**src/rtl/fetch_pc_ctrl.sv**
```systemverilog
// rtl/fetch_pc_ctrl.sv - instruction fetch stage and program counter owner
// Ports:
//   clk, rst_n                  clock, asynchronous active-low reset
//   pc_branch_sel, branch_target taken-branch redirect from Branch_logic
//   stall                       decode does not consume while high
//   halt_req, resume            enter / leave the parked HALT state
//   imem_req, imem_addr         fetch request and word address
//   imem_rdy, imem_rdata        memory response handshake and instruction
//   if_instr, if_pc, if_valid   instruction presented to decode
//   flush                       one-cycle squash pulse after a redirect
//   halted                      fetch is parked
module fetch_pc_ctrl #(
    parameter int                ADDR_W   = 16,
    parameter int                INSTR_W  = 32,
    parameter logic [ADDR_W-1:0] RESET_PC = '0
) (
    input  logic               clk,
    input  logic               rst_n,
    input  logic               pc_branch_sel,
    input  logic [ADDR_W-1:0]  branch_target,
    input  logic               stall,
    input  logic               halt_req,
    input  logic               resume,
    output logic               imem_req,
    output logic [ADDR_W-1:0]  imem_addr,
    input  logic               imem_rdy,
    input  logic [INSTR_W-1:0] imem_rdata,
    output logic [INSTR_W-1:0] if_instr,
    output logic [ADDR_W-1:0]  if_pc,
    output logic               if_valid,
    output logic               flush,
    output logic               halted
);
    localparam logic [1:0] ST_FETCH   = 2'd0;
    localparam logic [1:0] ST_DISCARD = 2'd1;
    localparam logic [1:0] ST_HALT    = 2'd2;
    localparam logic [ADDR_W-1:0] PC_ONE = ADDR_W'(1);

    logic [1:0]         state, state_n;
    logic [ADDR_W-1:0]  pc, pc_n;
    logic               pending;
    logic               halt_lat, halt_lat_n;
    logic               skid_valid, skid_valid_n;
    logic [INSTR_W-1:0] skid_instr, skid_instr_n;
    logic [ADDR_W-1:0]  skid_pc, skid_pc_n;
    logic               if_valid_n;
    logic [INSTR_W-1:0] if_instr_n;
    logic [ADDR_W-1:0]  if_pc_n;
    logic               flush_n;
    logic               done;
    logic               waiting;

    // rst_n gates the request so the bus is quiet for the whole reset window.
    assign imem_req = rst_n && (pending ||
                      ((state == ST_FETCH) && !(stall && if_valid) && !skid_valid));
    assign done     = imem_req && imem_rdy;
    assign waiting  = imem_req && !imem_rdy;
    assign halted   = (state == ST_HALT);

    always_comb begin
        state_n      = state;
        pc_n         = pc;
        halt_lat_n   = halt_lat;
        skid_valid_n = skid_valid;
        skid_instr_n = skid_instr;
        skid_pc_n    = skid_pc;
        if_valid_n   = if_valid;
        if_instr_n   = if_instr;
        if_pc_n      = if_pc;
        flush_n      = 1'b0;
        case (state)
            ST_FETCH, ST_DISCARD: begin
                if (pc_branch_sel) begin
                    // Any response completing now is wrong-path; one still
                    // outstanding must be drained before fetching the target.
                    pc_n         = branch_target;
                    if_valid_n   = 1'b0;
                    skid_valid_n = 1'b0;
                    flush_n      = 1'b1;
                    halt_lat_n   = 1'b0;
                    state_n      = waiting ? ST_DISCARD : ST_FETCH;
                end else if (state == ST_DISCARD) begin
                    if (done) begin
                        state_n = halt_lat ? ST_HALT : ST_FETCH;
                    end
                end else if (halt_req) begin
                    // Everything behind the HALT is dropped; pc must point at
                    // HALT+1, which is the skid entry if one is parked there.
                    if_valid_n   = 1'b0;
                    skid_valid_n = 1'b0;
                    if (skid_valid) begin
                        pc_n = skid_pc;
                    end
                    if (waiting) begin
                        halt_lat_n = 1'b1;
                        state_n    = ST_DISCARD;
                    end else begin
                        state_n = ST_HALT;
                    end
                end else if (done) begin
                    pc_n = pc + PC_ONE;
                    if (!if_valid || !stall) begin
                        if_valid_n = 1'b1;
                        if_instr_n = imem_rdata;
                        if_pc_n    = imem_addr;
                    end else begin
                        skid_valid_n = 1'b1;
                        skid_instr_n = imem_rdata;
                        skid_pc_n    = imem_addr;
                    end
                end else if (if_valid && !stall) begin
                    if (skid_valid) begin
                        if_instr_n   = skid_instr;
                        if_pc_n      = skid_pc;
                        skid_valid_n = 1'b0;
                    end else begin
                        if_valid_n = 1'b0;
                    end
                end
            end
            ST_HALT: begin
                if (resume) begin
                    state_n    = ST_FETCH;
                    halt_lat_n = 1'b0;
                end
            end
            default: state_n = ST_FETCH;
        endcase
    end

    always_ff @(posedge clk or negedge rst_n) begin
        if (!rst_n) begin
            state      <= ST_FETCH;
            pc         <= RESET_PC;
            imem_addr  <= RESET_PC;
            pending    <= 1'b0;
            halt_lat   <= 1'b0;
            skid_valid <= 1'b0;
            skid_instr <= '0;
            skid_pc    <= '0;
            if_valid   <= 1'b0;
            if_instr   <= '0;
            if_pc      <= '0;
            flush      <= 1'b0;
        end else begin
            state      <= state_n;
            pc         <= pc_n;
            pending    <= waiting;
            halt_lat   <= halt_lat_n;
            skid_valid <= skid_valid_n;
            skid_instr <= skid_instr_n;
            skid_pc    <= skid_pc_n;
            if_valid   <= if_valid_n;
            if_instr   <= if_instr_n;
            if_pc      <= if_pc_n;
            flush      <= flush_n;
            // The address bus holds the in-flight request, which may differ
            // from pc while a wrong-path response is being drained.
            if (!waiting) begin
                imem_addr <= pc_n;
            end
        end
    end
endmodule

```
**config.mk**
```make
export PLATFORM = sky130hd
export DESIGN_NAME = fetch_pc_ctrl
export DESIGN_NICKNAME = d
export VERILOG_FILES = /design/src/rtl/fetch_pc_ctrl.sv
export SDC_FILE = /design/constraint.sdc
export NUM_CORES = 1
export LEC_CHECK = 0
export ABC_CLOCK_PERIOD_IN_PS = 2700
export CAP_MARGIN = 20
export CORE_ASPECT_RATIO = 1.1
export CORE_MARGIN = 3
export CORE_UTILIZATION = 53
export DETAILED_ROUTE_END_ITERATION = 7
export HOLD_SLACK_MARGIN = 0.12
export PLACE_DENSITY = 0.9
export REMOVE_ABC_BUFFERS = 1
export SYNTH_ARGS = -nofsm -noshare
export SYNTH_HDL_FRONTEND = slang
export SYNTH_SLANG_ARGS = --single-unit
```
**constraint.sdc**
```tcl
create_clock -name clk -period 2.7 [get_ports clk]
set_input_delay 0.54 -clock clk [delete_from_list [all_inputs] [get_ports clk]]
set_output_delay 0.54 -clock clk [all_outputs]
set_load 0.02 [all_outputs]
```
==> metrics.md <==
| Metric | Value |
|---|---|
| Setup violations, final | 0 |
| Clock sinks | 135 |
| Combinational share of power | 29.3% |
| Hold_ws | 0.482 ns |
| DRT iter0 DRCs | 380 |
| Gr usage total | 26.4% |
| Slew @ Worst Pin | 0.694 ns |
| # nets final | 799 |
| Die width | 112 um |
| Max Freq | 381 MHz |
| Routed length on met2 | 8.91 mm |
| Most common cell after layout, fill and taps aside | dfrtp_1 |
| Most frequent cells in the layout | 135 x dfrtp_1, 120 x clkdlybuf4s50_1, 73 x nand2_1, 64 x mux2_2, 60 x o21ai_0 |
| Vias in the first global route | 5,601 |
| Setup Slack @ Placement | -0.235 ns |
| Clock Power Share | 32.5% |
| Die Footprint | 0.0138 mm^2 |
| Psw | 2.41 mW |
| Drt pass-1 iters | 8 |
| Worst vdd ir | 492 uV |
| Post-synthesis instance area | 0.00658 mm^2 |
| Crit-path max FO | 2 |
| Core area | 0.0121 mm^2 |
| Register area share after synthesis | 51.4% |
| Post-detail-place hpwl | 12.2 mm |
| Initial Util | 54.4% |
| Data required, critical path | 2.16 ns |
| Area Growth Syn to Fin | 33.4% |
| Switching share of total power | 33.0% |
| Worst setup SP type | input pin |
| Post-route DRC violation count | 0 |
| Max-cap violations | 0 |
| Slew margin rel. | 53.7% |
| Final critical-path share of the clock period | 97.1% |
| Clk_lat worst skew | 0.42 ns |
| DRT Wirelength | 17.9 mm |
| CTS tree | built |
| Clock transition at the registers of the reported paths | 0.06 ns |
| Post-layout util | 72.6% |
| # fillers | 834 |
| Top sig layer | met4 |
| Minimum clock period | 2.62 ns |
| Antenna Violating Nets Remaining | 0 |
| GPL Wtd Cong | 0.959 |
| Final Hold Viols | 0 |
| I/O Buffers | 122 |
| Max-slew violations | 0 |
| Leak | 4.09 nW |
| Top-area cell type share of the netlist area | 51.4% |
| Vias | 5,495 |
| Fraction of layout cells with a size suffix above 1 | 19.8% |
| Worst Path Arrival | 2.08 ns |
| Area after DPL | 0.00815 mm^2 |
| Synth Flop Type | dfrtp_1 |
| Ports | 123 |
| CTS H-tree depth | 4 |
| Post-synth EDFFs | 0 |
| Sequential Power Share | 38.3% |
| Yosys warnings | 0 |
| Wire length of the first global-routing pass | 28.9 mm |
| Setup Buffers After CTS | 0 |
| Clock Skew | 0.00765 ns |
| Vias/cell | 6.04 |
| Crit path kind | in2out |
| Internal power | 4.90 mW |
| Status | completed |
| Initial antenna violation count | 0 |
| Met3 wire len | 1.17 mm |
| RSZ-0062 raised after global routing | no |
| CTS buffer count | 17 |
| Mapped Cells | 606 |
| CP endpoint kind | primary output |
| Synthesized flop and latch total | 135 |
| Post-synth cell types | 60 |
| Routed met1 length | 7.54 mm |
| Post-synthesis async set-or-reset flop share | 100% |
| Syn_area_per_cell | 10.9 um^2 |
| Design area | 0.00878 mm^2 |
| Largest net degree at the start of global routing | 135 |
| Worst min-delay path class | reg2reg |
| Wirelength per Cell | 19.6 um |
| Number of core rows | 42 |
| Synth area leader | dfrtp_1 |
| N_diodes | 0 |
| Die H | 123 um |
| Max clock buf depth | 2 |
| Area contributors post-synth | dfrtp_1 51%, mux2_2 11%, mux2i_1 8.7% |
| Grt ovf | 0 |
| Clock root buffer | clkbuf_16 |
| Setup ws final | 0.0776 ns |
| Pwr Density | 834 mW/mm^2 |
==> cell families (layout without fill, tap and decap cells) <==
logic type | Yosys count | count (layout) | synth area share, %
flip-flops | 135 | 135 | 51.4
adder cells (fa/ha/maj) | 1 | 1 | 0.190
multiplexers | 121 | 121 | 19.6
XOR/XNOR | 1 | 1 | 0.133
buffers and inverters | 56 | 206 | 3.56
AO/OA/AOI/OAI | 161 | 161 | 16.3
AND/OR/NAND/NOR | 131 | 131 | 8.83
==> power by group through the flow <==
stage | Sequential (mW) | Clock [mW] | Combinational (mW)
floorplan | 3.04 | 0 | 0.866
global placement | 2.79 | 0 | 2.06
detailed placement | 2.82 | 0 | 2.12
CTS | 2.80 | 2.41 | 2.14
global route | 2.86 | 2.49 | 2.31
finish | 2.80 | 2.38 | 2.14
==> sequential cells by signal, summed over array words and instances, names as in the netlist, 2 cells and up <==
signal / flops
if_instr: 32
if_pc: 16
imem_addr: 16
pc: 16
skid_instr: 32
skid_pc: 16
state: 2
==> worst paths after layout <==
path | from | endpoint | slack [ns] | cells past startpoint
worst max-delay path | stall | imem_req | 0.08 | 5
worst min-delay path | if_pc[12] | if_pc[12] | 0.48 | 2
worst max register to register | pc[1] | imem_addr[12] | 0.35 | 6
worst min register to register | if_pc[12] | if_pc[12] | 0.48 | 2
max in group asynchronous | rst_n | pc[13] | 1.32 | 3
min in group asynchronous | rst_n | state[0] | 0.51 | 2
==> layer usage <==
| metal | up-vias | global-route usage, % |
|---|---|---|
| met3 | 30 | 5.92 |
| met1 | 2719 | 34.5 |
| met4 | 0 | 7.21 |
| met2 | 235 | 44.8 |
| met5 | - | 0 |
| li1 | 2511 | - |
==> worst max-delay path, stage by stage <==
cell,delay [ns]
clkdlybuf4s50_1,0.45
a2111o_1,0.45
a21boi_1,0.19
buf_4,0.14
clkdlybuf4s15_1,0.30
==> metrics by stage <==
| stage | TNS [ns] | power, mW | instances |
|---|---|---|---|
| after floorplan | -335.40 | 3.91 | 561 |
| after global placement | -1.92 | 4.85 | 877 |
| after detailed placement | -4.48 | 4.94 | 877 |
| after CTS | 0 | 7.35 | 910 |
| after global routing | 0 | 7.65 | 910 |
| final | 0 | 7.32 | 910 |
==> synthesized netlist by cell type (2+ instances only) <==
cell,n
nor3_1,2
o31ai_1,6
nand3_1,12
a21oi_1,17
or4_1,3
a31oi_1,9
a41oi_1,2
inv_1,11
o22ai_1,7
o311ai_0,2
nand4_1,3
mux2_2,64
buf_2,10
a31o_2,2
or2_2,3
clkbuf_1,32
o21ai_0,61
a22oi_1,7
a32oi_1,2
mux2i_1,57
and3_1,2
nor4_1,3
a2111oi_4,2
dfrtp_1,135
nor2_1,19
o221ai_1,3
a2bb2oi_1,2
o2bb2ai_1,3
o21ai_1,6
nand2_1,73
a21oi_2,2
a211oi_1,3
nand2b_1,5
o211ai_1,5
a22o_1,5
a21o_1,2
==> layout make-up <==
cell class | instances | area (um^2) | share of cell area [%]
Clock inverter | 14 | 171 | 1.95
Tap cell | 154 | 193 | 2.20
Inverter | 11 | 41.3 | 0.470
Timing Repair Buffer | 163 | 1570 | 17.9
Clock buffer | 18 | 439 | 5.00
Multi-Input combinational cell | 415 | 2980 | 33.9
Sequential cell | 135 | 3380 | 38.5
==> timing repair <==
item,4_1_cts,5_1_grt
endpoints found under the hold margin,1,0
hold buffers,1,0
resized for setup,3,1
setup endpoints to repair,1,1
pin swaps,0,0
(Power assumes the default switching activity.)
